**config.mk**
```make
export PLATFORM = sky130hd
export DESIGN_NAME = bk_subtractor_pipe
export DESIGN_NICKNAME = d
export VERILOG_FILES = /design/src/rtl/bk_pkg.sv /design/src/rtl/bk_gp_cell.sv /design/src/rtl/bk_subtractor_pipe.sv
export SDC_FILE = /design/constraint.sdc
export NUM_CORES = 1
export LEC_CHECK = 0
export BUFFER_PORTS_ARGS = -buffer_cell sky130_fd_sc_hd__clkbuf_2
export CORE_ASPECT_RATIO = 2
export CORE_MARGIN = 2
export CORE_UTILIZATION = 35
export DETAILED_ROUTE_END_ITERATION = 7
export PLACE_DENSITY = 0.58
export SYNTH_ARGS = -nofsm -noshare
export SYNTH_HDL_FRONTEND = slang
export SYNTH_SLANG_ARGS = --single-unit
```
**constraint.sdc**
```tcl
create_clock -name clk -period 1.2 [get_ports clk]
set_input_delay 0.18 -clock clk [delete_from_list [all_inputs] [get_ports clk]]
set_output_delay 0.18 -clock clk [all_outputs]
set_load 0.005 [all_outputs]
```
**src/rtl/bk_pkg.sv**
```systemverilog
// Shared Brent-Kung helpers: the (g,p) pair type, log2 and prefix-tree level bookkeeping.
// The adder and subtractor pipelines both build their trees from these.
package bk_pkg;

  typedef struct packed {
    logic g;
    logic p;
  } gp_t;

  // Ceiling log2, usable in parameter defaults.
  function automatic int clog2(input int n);
    int r;
    int v;
    r = 0;
    v = 1;
    while (v < n) begin
      v = v << 1;
      r = r + 1;
    end
    return r;
  endfunction

  // Combine levels in the tree: log2n up-sweep levels followed by log2n-1 down-sweep levels.
  function automatic int prefix_levels(input int n);
    return (2 * clog2(n)) - 1;
  endfunction

  // Span between the high and low operand of a combine at level lvl (1-based).
  function automatic int level_dist(input int log2n, input int lvl);
    if (lvl <= log2n) begin
      return 1 << (lvl - 1);
    end
    return 1 << ((2 * log2n) - lvl - 1);
  endfunction

  // Whether bit i holds a combine cell at level lvl; otherwise it passes through.
  function automatic bit level_active(input int log2n, input int lvl, input int i);
    int d;
    d = level_dist(log2n, lvl);
    if (lvl <= log2n) begin
      return ((i + 1) % (2 * d)) == 0;
    end
    return (((i + 1) % (2 * d)) == d) && (i > d);
  endfunction

endpackage

```
**src/rtl/bk_gp_cell.sv**
```systemverilog
// Brent-Kung (g,p) combine: merges a higher group with the adjacent lower group.
module bk_gp_cell (
  input  logic gh_i,
  input  logic ph_i,
  input  logic gl_i,
  input  logic pl_i,
  output logic g_o,
  output logic p_o
);

  assign g_o = gh_i | (ph_i & gl_i);
  assign p_o = ph_i & pl_i;

endmodule

```
**src/rtl/bk_subtractor_pipe.sv**
```systemverilog
// Three-stage pipelined Brent-Kung subtractor: diff = a - b - bin, with borrow-out and signed
// overflow. Computed as a + ~b + ~bin on a shared prefix tree; valid/ready on both sides.
module bk_subtractor_pipe
  import bk_pkg::*;
#(
  parameter int unsigned N     = 4,
  parameter int unsigned LOG2N = clog2(N)
) (
  input  logic         clk,
  input  logic         rst,
  input  logic         in_valid,
  output logic         in_ready,
  input  logic [N-1:0] a,
  input  logic [N-1:0] b,
  input  logic         bin,
  output logic         out_valid,
  input  logic         out_ready,
  output logic [N-1:0] diff,
  output logic         bout,
  output logic         ovf
);

  localparam int Levels = prefix_levels(int'(N));

  logic         v1_q, v1_d, v2_q, v2_d, v3_q, v3_d;
  logic         ld1, ld2, ld3, drain3;
  logic [N-1:0] p1_q, p1_d, g1_q, g1_d;
  logic         c01_q, c01_d;
  logic [N-1:0] gg2_q, gg2_d, gp2_q, gp2_d, p2_q, p2_d;
  logic         c02_q, c02_d;
  logic [N-1:0] diff_q, diff_d;
  logic         bout_q, bout_d, ovf_q, ovf_d;
  logic [N-1:0] tree_g, tree_p;
  logic [N:0]   c;

  // Handshake: each stage advances when it is empty or its successor frees up this cycle.
  always_comb begin
    drain3   = v3_q & out_ready;
    ld3      = v2_q & (~v3_q | drain3);
    ld2      = v1_q & (~v2_q | ld3);
    // Held low during reset so no beat is accepted and then discarded.
    in_ready = ~rst & (~v1_q | ld2);
    ld1      = in_valid & in_ready;
    v1_d     = ld1 | (v1_q & ~ld2);
    v2_d     = ld2 | (v2_q & ~ld3);
    v3_d     = ld3 | (v3_q & ~drain3);
  end

  // S1 next state: bitwise propagate/generate of a and ~b, carry-in is ~bin.
  always_comb begin
    p1_d  = p1_q;
    g1_d  = g1_q;
    c01_d = c01_q;
    if (ld1) begin
      p1_d  = a ^ ~b;
      g1_d  = a & ~b;
      c01_d = ~bin;
    end
  end

  // Prefix tree: one generate block per level, each reading the previous level's outputs.
  for (genvar l = 0; l < Levels; l++) begin : g_lvl
    localparam int Dist = level_dist(int'(LOG2N), l + 1);
    logic [N-1:0] g_in, p_in, g_out, p_out;

    if (l == 0) begin : g_src
      assign g_in = g1_q;
      assign p_in = p1_q;
    end else begin : g_src
      assign g_in = g_lvl[l-1].g_out;
      assign p_in = g_lvl[l-1].p_out;
    end

    for (genvar i = 0; i < N; i++) begin : g_bit
      if (level_active(int'(LOG2N), l + 1, i)) begin : g_cell
        bk_gp_cell u_cell (
          .gh_i (g_in[i]),
          .ph_i (p_in[i]),
          .gl_i (g_in[i-Dist]),
          .pl_i (p_in[i-Dist]),
          .g_o  (g_out[i]),
          .p_o  (p_out[i])
        );
      end else begin : g_pass
        assign g_out[i] = g_in[i];
        assign p_out[i] = p_in[i];
      end
    end
  end

  assign tree_g = g_lvl[Levels-1].g_out;
  assign tree_p = g_lvl[Levels-1].p_out;

  // S2 next state: group G/P over [i:0] for every bit, plus the operands S3 still needs.
  always_comb begin
    gg2_d = gg2_q;
    gp2_d = gp2_q;
    p2_d  = p2_q;
    c02_d = c02_q;
    if (ld2) begin
      gg2_d = tree_g;
      gp2_d = tree_p;
      p2_d  = p1_q;
      c02_d = c01_q;
    end
  end

  // S3 next state: fold carry-in into the group terms, then form diff and flags.
  always_comb begin
    c[0] = c02_q;
    for (int i = 0; i < int'(N); i++) begin
      c[i+1] = gg2_q[i] | (gp2_q[i] & c02_q);
    end
    diff_d = diff_q;
    bout_d = bout_q;
    ovf_d  = ovf_q;
    if (ld3) begin
      diff_d = p2_q ^ c[N-1:0];
      bout_d = ~c[N];
      ovf_d  = c[N] ^ c[N-1];
    end
  end

  // All pipeline state, synchronously cleared.
  always_ff @(posedge clk) begin
    if (rst) begin
      v1_q   <= 1'b0;
      v2_q   <= 1'b0;
      v3_q   <= 1'b0;
      p1_q   <= '0;
      g1_q   <= '0;
      c01_q  <= 1'b0;
      gg2_q  <= '0;
      gp2_q  <= '0;
      p2_q   <= '0;
      c02_q  <= 1'b0;
      diff_q <= '0;
      bout_q <= 1'b0;
      ovf_q  <= 1'b0;
    end else begin
      v1_q   <= v1_d;
      v2_q   <= v2_d;
      v3_q   <= v3_d;
      p1_q   <= p1_d;
      g1_q   <= g1_d;
      c01_q  <= c01_d;
      gg2_q  <= gg2_d;
      gp2_q  <= gp2_d;
      p2_q   <= p2_d;
      c02_q  <= c02_d;
      diff_q <= diff_d;
      bout_q <= bout_d;
      ovf_q  <= ovf_d;
    end
  end

  assign out_valid = v3_q;
  assign diff      = diff_q;
  assign bout      = bout_q;
  assign ovf       = ovf_q;

endmodule

```
* Yosys cells after proc, flatten, opt, wreduce, memory -nomap -nowiden
Cells that the tools add are included.
** Word-level totals
- Register bits after elaboration :: 31
- Output and inout bits :: 8
** Cells by class
- Bitwise logic cells :: 48
** Operator list (count)
- $and A1 B1 Y1 :: 20
- $or A1 B1 Y1 :: 14
- $not A1 Y1 :: 9
- $xor A4 B4 Y4 :: 2
- $and A4 B4 Y4 :: 1
- $not A4 Y4 :: 1
- $xor A1 B1 Y1 :: 1

* Depth between registers and ports, before layout
- Depth after elaboration :: 9
- Gate-level depth with buffers :: 5

* By module
A second synthesis with hierarchy kept.
** Unflattened totals
- Cell total of the unflattened synthesis :: 147
- Area, all modules :: 1356.3 µm²
** Modules (own cells, without submodules)
- bk_subtractor_pipe :: instances 1, cells an instance 139, area an instance 1296.2 µm², sequential area each 600.6 µm²
- bk_gp_cell :: instances 4, cells an instance 2, area an instance 15.0 µm², sequential area each 0.0 µm²

* Worst setup path before layout
Ideal clock, no wire load.
- Path kind :: register to register
- From :: reg v3_q, in the netlist out_valid
- To :: reg g1_q[0]
- Arrival time :: 1100 ps
- Data required time :: 1079 ps
- Path slack :: -21 ps
- Cell stages (with the launch flop) :: 4
- Path buffers :: 0
- Period minus slack after synthesis :: 1221 ps
- Cells stage by stage :: dfxtp_1 nand4b_2 nand3b_2 mux2_2
** On the way
- Longest elaborated chain between the ends :: 8
- Elaborated cells on any way between the ends :: 9
- Those cells by class :: bitwise (9)
** Ends and longest elaborated chain
- start, declared :: RTL line bk_subtractor_pipe.sv:25 : logic v1_q, v1_d, v2_q, v2_d, v3_q, v3_d;
- start signal, assigned :: RTL line bk_subtractor_pipe.sv:143 : v3_q <= v3_d;
- $and A1 B1 Y1 / $not A1 Y1 (equally long branches) :: RTL line bk_subtractor_pipe.sv:38, bk_subtractor_pipe.sv:39
- $or A1 B1 Y1 * :: RTL line bk_subtractor_pipe.sv:39 : ld3 = v2_q & (~v3_q | drain3);
- $and A1 B1 Y1 * :: RTL line bk_subtractor_pipe.sv:39
- $or A1 B1 Y1 * :: RTL line bk_subtractor_pipe.sv:40 : ld2 = v1_q & (~v2_q | ld3);
- $and A1 B1 Y1 * :: RTL line bk_subtractor_pipe.sv:40
- $or A1 B1 Y1 * :: RTL line bk_subtractor_pipe.sv:42 : in_ready = ~rst & (~v1_q | ld2);
- $and A1 B1 Y1 * :: RTL line bk_subtractor_pipe.sv:42
- $and A1 B1 Y1 * :: RTL line bk_subtractor_pipe.sv:43 : ld1 = in_valid & in_ready;
- end signal, assigned :: RTL line bk_subtractor_pipe.sv:145 : g1_q <= g1_d;
- end, declared :: RTL line bk_subtractor_pipe.sv:27 : logic [N-1:0] p1_q, p1_d, g1_q, g1_d;
Every way passes the cells marked *; elsewhere a longest branch is shown, timed or not.
A chain may end at the register's enable or synchronous reset.

* Worst setup path in the final report
- From :: reg v2_q
- To :: out in_ready
** On the way
- Longest elaborated chain between the ends :: 5
- Elaborated cells on any way between the ends :: 6
- Those cells by class :: bitwise (6)
** Ends and longest elaborated chain
- start, declared :: RTL line bk_subtractor_pipe.sv:25
- start signal, assigned :: RTL line bk_subtractor_pipe.sv:142 : v2_q <= v2_d;
- $and A1 B1 Y1 / $not A1 Y1 (equally long branches) :: RTL line bk_subtractor_pipe.sv:39, bk_subtractor_pipe.sv:40
- $or A1 B1 Y1 * :: RTL line bk_subtractor_pipe.sv:40
- $and A1 B1 Y1 * :: RTL line bk_subtractor_pipe.sv:40
- $or A1 B1 Y1 * :: RTL line bk_subtractor_pipe.sv:42
- $and A1 B1 Y1 * :: RTL line bk_subtractor_pipe.sv:42
- end, declared :: RTL line bk_subtractor_pipe.sv:12 : output logic in_ready,
Marks and branches as above.

==> out/summary.md <==
The run gives 5 as the number of clock buffers inserted by TritonCTS. Sorting the synthesized cells by area gives the leading types as sky130_fd_sc_hd__dfxtp_1 (45%), sky130_fd_sc_hd__a21oi_1 (9.8%), sky130_fd_sc_hd__mux2_2 (6.8%). The residual DRC count was 0.

The final reports fail on setup timing. The critical path is of the register to primary output type. In this run the worst path has a maximum fanout of 4. The logs give 30 for the clock net sink count and 2350 um for the half-perimeter wire length after detailed placement. The largest individual stage delay along the critical path comes from the cell sky130_fd_sc_hd__dfxtp_4. In this run the remaining antenna-violating nets after routing total 0.

The run gives 144 as the post-synthesis instance total. Timing would allow up to 0.804 GHz. The data arrival time of the critical path is 1060 ps. TritonCTS built the clock tree. The buffers plus inverters on the worst setup path works out to 1.

Fraction of the cycle the final worst path needs: 1.04. The signal on the critical path passes through and3b_4 > a21oi_2 > buf_2. The count of final max-slew check failures came out at 0. Library cell used as clock root buffer: sky130_fd_sc_hd__clkbuf_8.

The proportion of register bits with asynchronous set or reset after synthesis is 0. The run gives 0 as the diode insertion count for antenna repair. The delay of the slowest cell on the worst path works out to 350 ps. STA classifies the critical path startpoint as a register.

The tools report the global routing usage summed across all routing layers as 0.170. For the core outline area, the log shows 3650 sq um. Counting flops with a built-in enable in the synthesized netlist gives 0. The completed layout was analyzed and its total power is 2.12 mW. The first global-routing pass estimated 5290 um of wire.

The final critical delay including setup and external delays is 1240 ps, and the detailed-route vias per instance is 5.09. The routed layout has 1171 vias. Final sum of negative setup slack: -51.4 ps. Setup violations remaining at the end of the flow were counted as 2. The cell with the most instances after synthesis was sky130_fd_sc_hd__dfxtp_1.

The number of nets in the synthesized netlist is 162. Power spread over the standard cell area amounts to 1240 nW/um^2. For this design, the CTS-stage hold fixing added 0 buffers.

The floorplan step set the die width to 47.6 um. Sorting the synthesized cells by how often they occur yields sky130_fd_sc_hd__dfxtp_1 (30), sky130_fd_sc_hd__a21oi_1 (26), sky130_fd_sc_hd__o21ai_0 (13). Of all cell types, the one taking the most synthesized area is sky130_fd_sc_hd__dfxtp_1. The clock-pin slew of the registers on the worst-case setup and hold paths is 60 ps. Distinct cell type count after synthesis: 28. In this run the cell area of the synthesized design comes to 1330 sq um. The logs give 16 for the maximum number of pins on one net before global-route repair and 0.814 for the relative max-transition margin. The worst setup margin was -44.4 ps; the average cell area after synthesis was 9.22 sq um. The clock passes through at most 2 buffers. After detailed routing, the average wire length per cell comes to 13.7 um.

H-tree depth reported by CTS: 2. The die height was 91.1 um. Max-cap violations in this run came to 0. The fraction of synthesized cell area taken by the top area cell type came out at 0.452. The sequential area share after synthesis is 0.452. The final layout contains 198 nets. The clock reaches the later pin of the worst-skew pair after 280 ps.

The congestion estimate from routability-driven global placement came to 0.773. The initial DRC count was 11; the actual transition at the worst max-transition pin was 278 ps. The fraction of layout cells with a size suffix above 1 is 0.354, and the cell area reported after detailed placement is 1550 sq um. 21 I/O pins were placed.

The number of rows created at floorplan was 31. The quantity of I/O buffers inserted on ports is 20. The via count of the first global-routing pass was 1215; the full die area was 4330 sq um.

The worst hold path belongs to the class input pin to register. Yosys printed 0 warnings. Once layout is done, the placed cells without fillers occupy 1710 sq um. The flow ran to the end, but the final reports show violations. The synthesis-stage register bit count came out at 30. The top flip-flop cell by instance count after synthesis is sky130_fd_sc_hd__dfxtp_1. The first detailed-routing pass took 4 iterations. The global route total overflow is 0, and the number of endpoints with negative hold slack in the final report is 0. The run gives 0 as the number of antenna violations at the first check in global routing.

Grouping stages by cell kind, the critical path spends the most delay in flip-flops. Setup repair after global routing could not meet its margin everywhere. The synthesis-to-finish area growth works out to 28.7%. STA classifies the critical path endpoint as a primary output. At the worst endpoint, the required time is 1020 ps. The logs give 0.364 for the initial core utilization and 0.000744 V for the peak supply drop. In this run the static leakage power is 0.726 nW. The worst setup skew after layout was 5.97 ps; the aggregate routed wire length was 3160 um.
==> layer usage <==
metal | vias up | GRT usage | routed length [um]
met5 | - | 0 | 0
li1 | 587 | - | -
met1 | 552 | 0.164 | 1050
met3 | 9 | 0.0298 | 83
met4 | 0 | 0.108 | 128
met2 | 23 | 0.298 | 1900
==> cell type report <==
type | count | area [sq um]
clock buffers | 7 | 86.3
clock inverters | 1 | 5.00
fillers | 405 | 1940
inverters | 7 | 26.3
multi-input cells | 99 | 688
flip-flops and latches | 30 | 609
well taps | 49 | 61.3
repair buffers | 37 | 233
==> flip-flops by register name, indices dropped and copies added (netlist names), 3 cells and up <==
signal      cells
diff            4
g1_q            4
g_lvl.p_in      4
gg2_q           4
gp2_q           4
p2_q            3
==> through the flow <==
step	worst slack, ps	util	std cells	hold slack [ps]
detailed placement	-28.2	0.426	218	398
global route	-76.5	0.469	230	111
CTS	-65.0	0.459	228	104
floorplan	8.35	-	144	290
finish	-44.4	0.469	230	109
global placement	45.4	0.426	218	385
==> kinds of logic after synthesis <==
group           share of synthesized area
fa+ha+maj                          0.0471
mux                                0.0679
compound gates                      0.187
buf+inv                            0.0509
simple gates                        0.175
xor+xnor                           0.0198
flops                               0.452
==> repair_timing <==
item / 4_1_cts / 5_1_grt
pin swaps: 4 / 2
setup endpoints to repair: 9 / 17
cloned: 0 / 1
resized for setup: 5 / 9
setup buffers: 2 / 1
==> path summary, 6_finish.rpt <==
check / endpoint / startpoint / cells after the start / slack (ps)
setup reg to reg: gp2_q[3] / v2_q / 4 / -10
setup / recovery: in_ready / v2_q / 3 / -40
hold reg to reg: c02_q / c01_q / 2 / 460
hold / removal: c01_q / bin / 2 / 110
==> worst register-to-register path: stages (launching register included) <==
cell and delay (ps):
sky130_fd_sc_hd__dfxtp_4 350, sky130_fd_sc_hd__and3b_4 210, sky130_fd_sc_hd__buf_6 150, sky130_fd_sc_hd__or3_1 320, sky130_fd_sc_hd__a21oi_1 120
==> report_power, final <==
group | switching, mW | total [mW] | internal [mW]
Sequential | 0.0377 | 1.08 | 1.04
Clock | 0.360 | 0.822 | 0.462
Combinational | 0.106 | 0.224 | 0.118
Total | 0.504 | 2.12 | 1.62
==> cells in the final DEF (no fill, tap or decap), types with 2 or more instances in the layout <==
cell type,instances
sky130_fd_sc_hd__inv_1,6
sky130_fd_sc_hd__xor2_1,2
sky130_fd_sc_hd__nand4_1,3
sky130_fd_sc_hd__buf_6,2
sky130_fd_sc_hd__a311oi_1,2
sky130_fd_sc_hd__dfxtp_1,27
sky130_fd_sc_hd__buf_2,2
sky130_fd_sc_hd__or3_1,2
sky130_fd_sc_hd__a21oi_1,25
sky130_fd_sc_hd__o21ai_0,13
sky130_fd_sc_hd__nor2b_1,8
sky130_fd_sc_hd__clkbuf_2,19
sky130_fd_sc_hd__ha_1,5
sky130_fd_sc_hd__clkbuf_8,6
sky130_fd_sc_hd__dfxtp_4,2
sky130_fd_sc_hd__a211oi_1,2
sky130_fd_sc_hd__nand2b_1,3
sky130_fd_sc_hd__nand3_1,10
sky130_fd_sc_hd__buf_4,14
sky130_fd_sc_hd__mux2_2,8
sky130_fd_sc_hd__nor3_1,2
(Power assumes the default switching activity.)
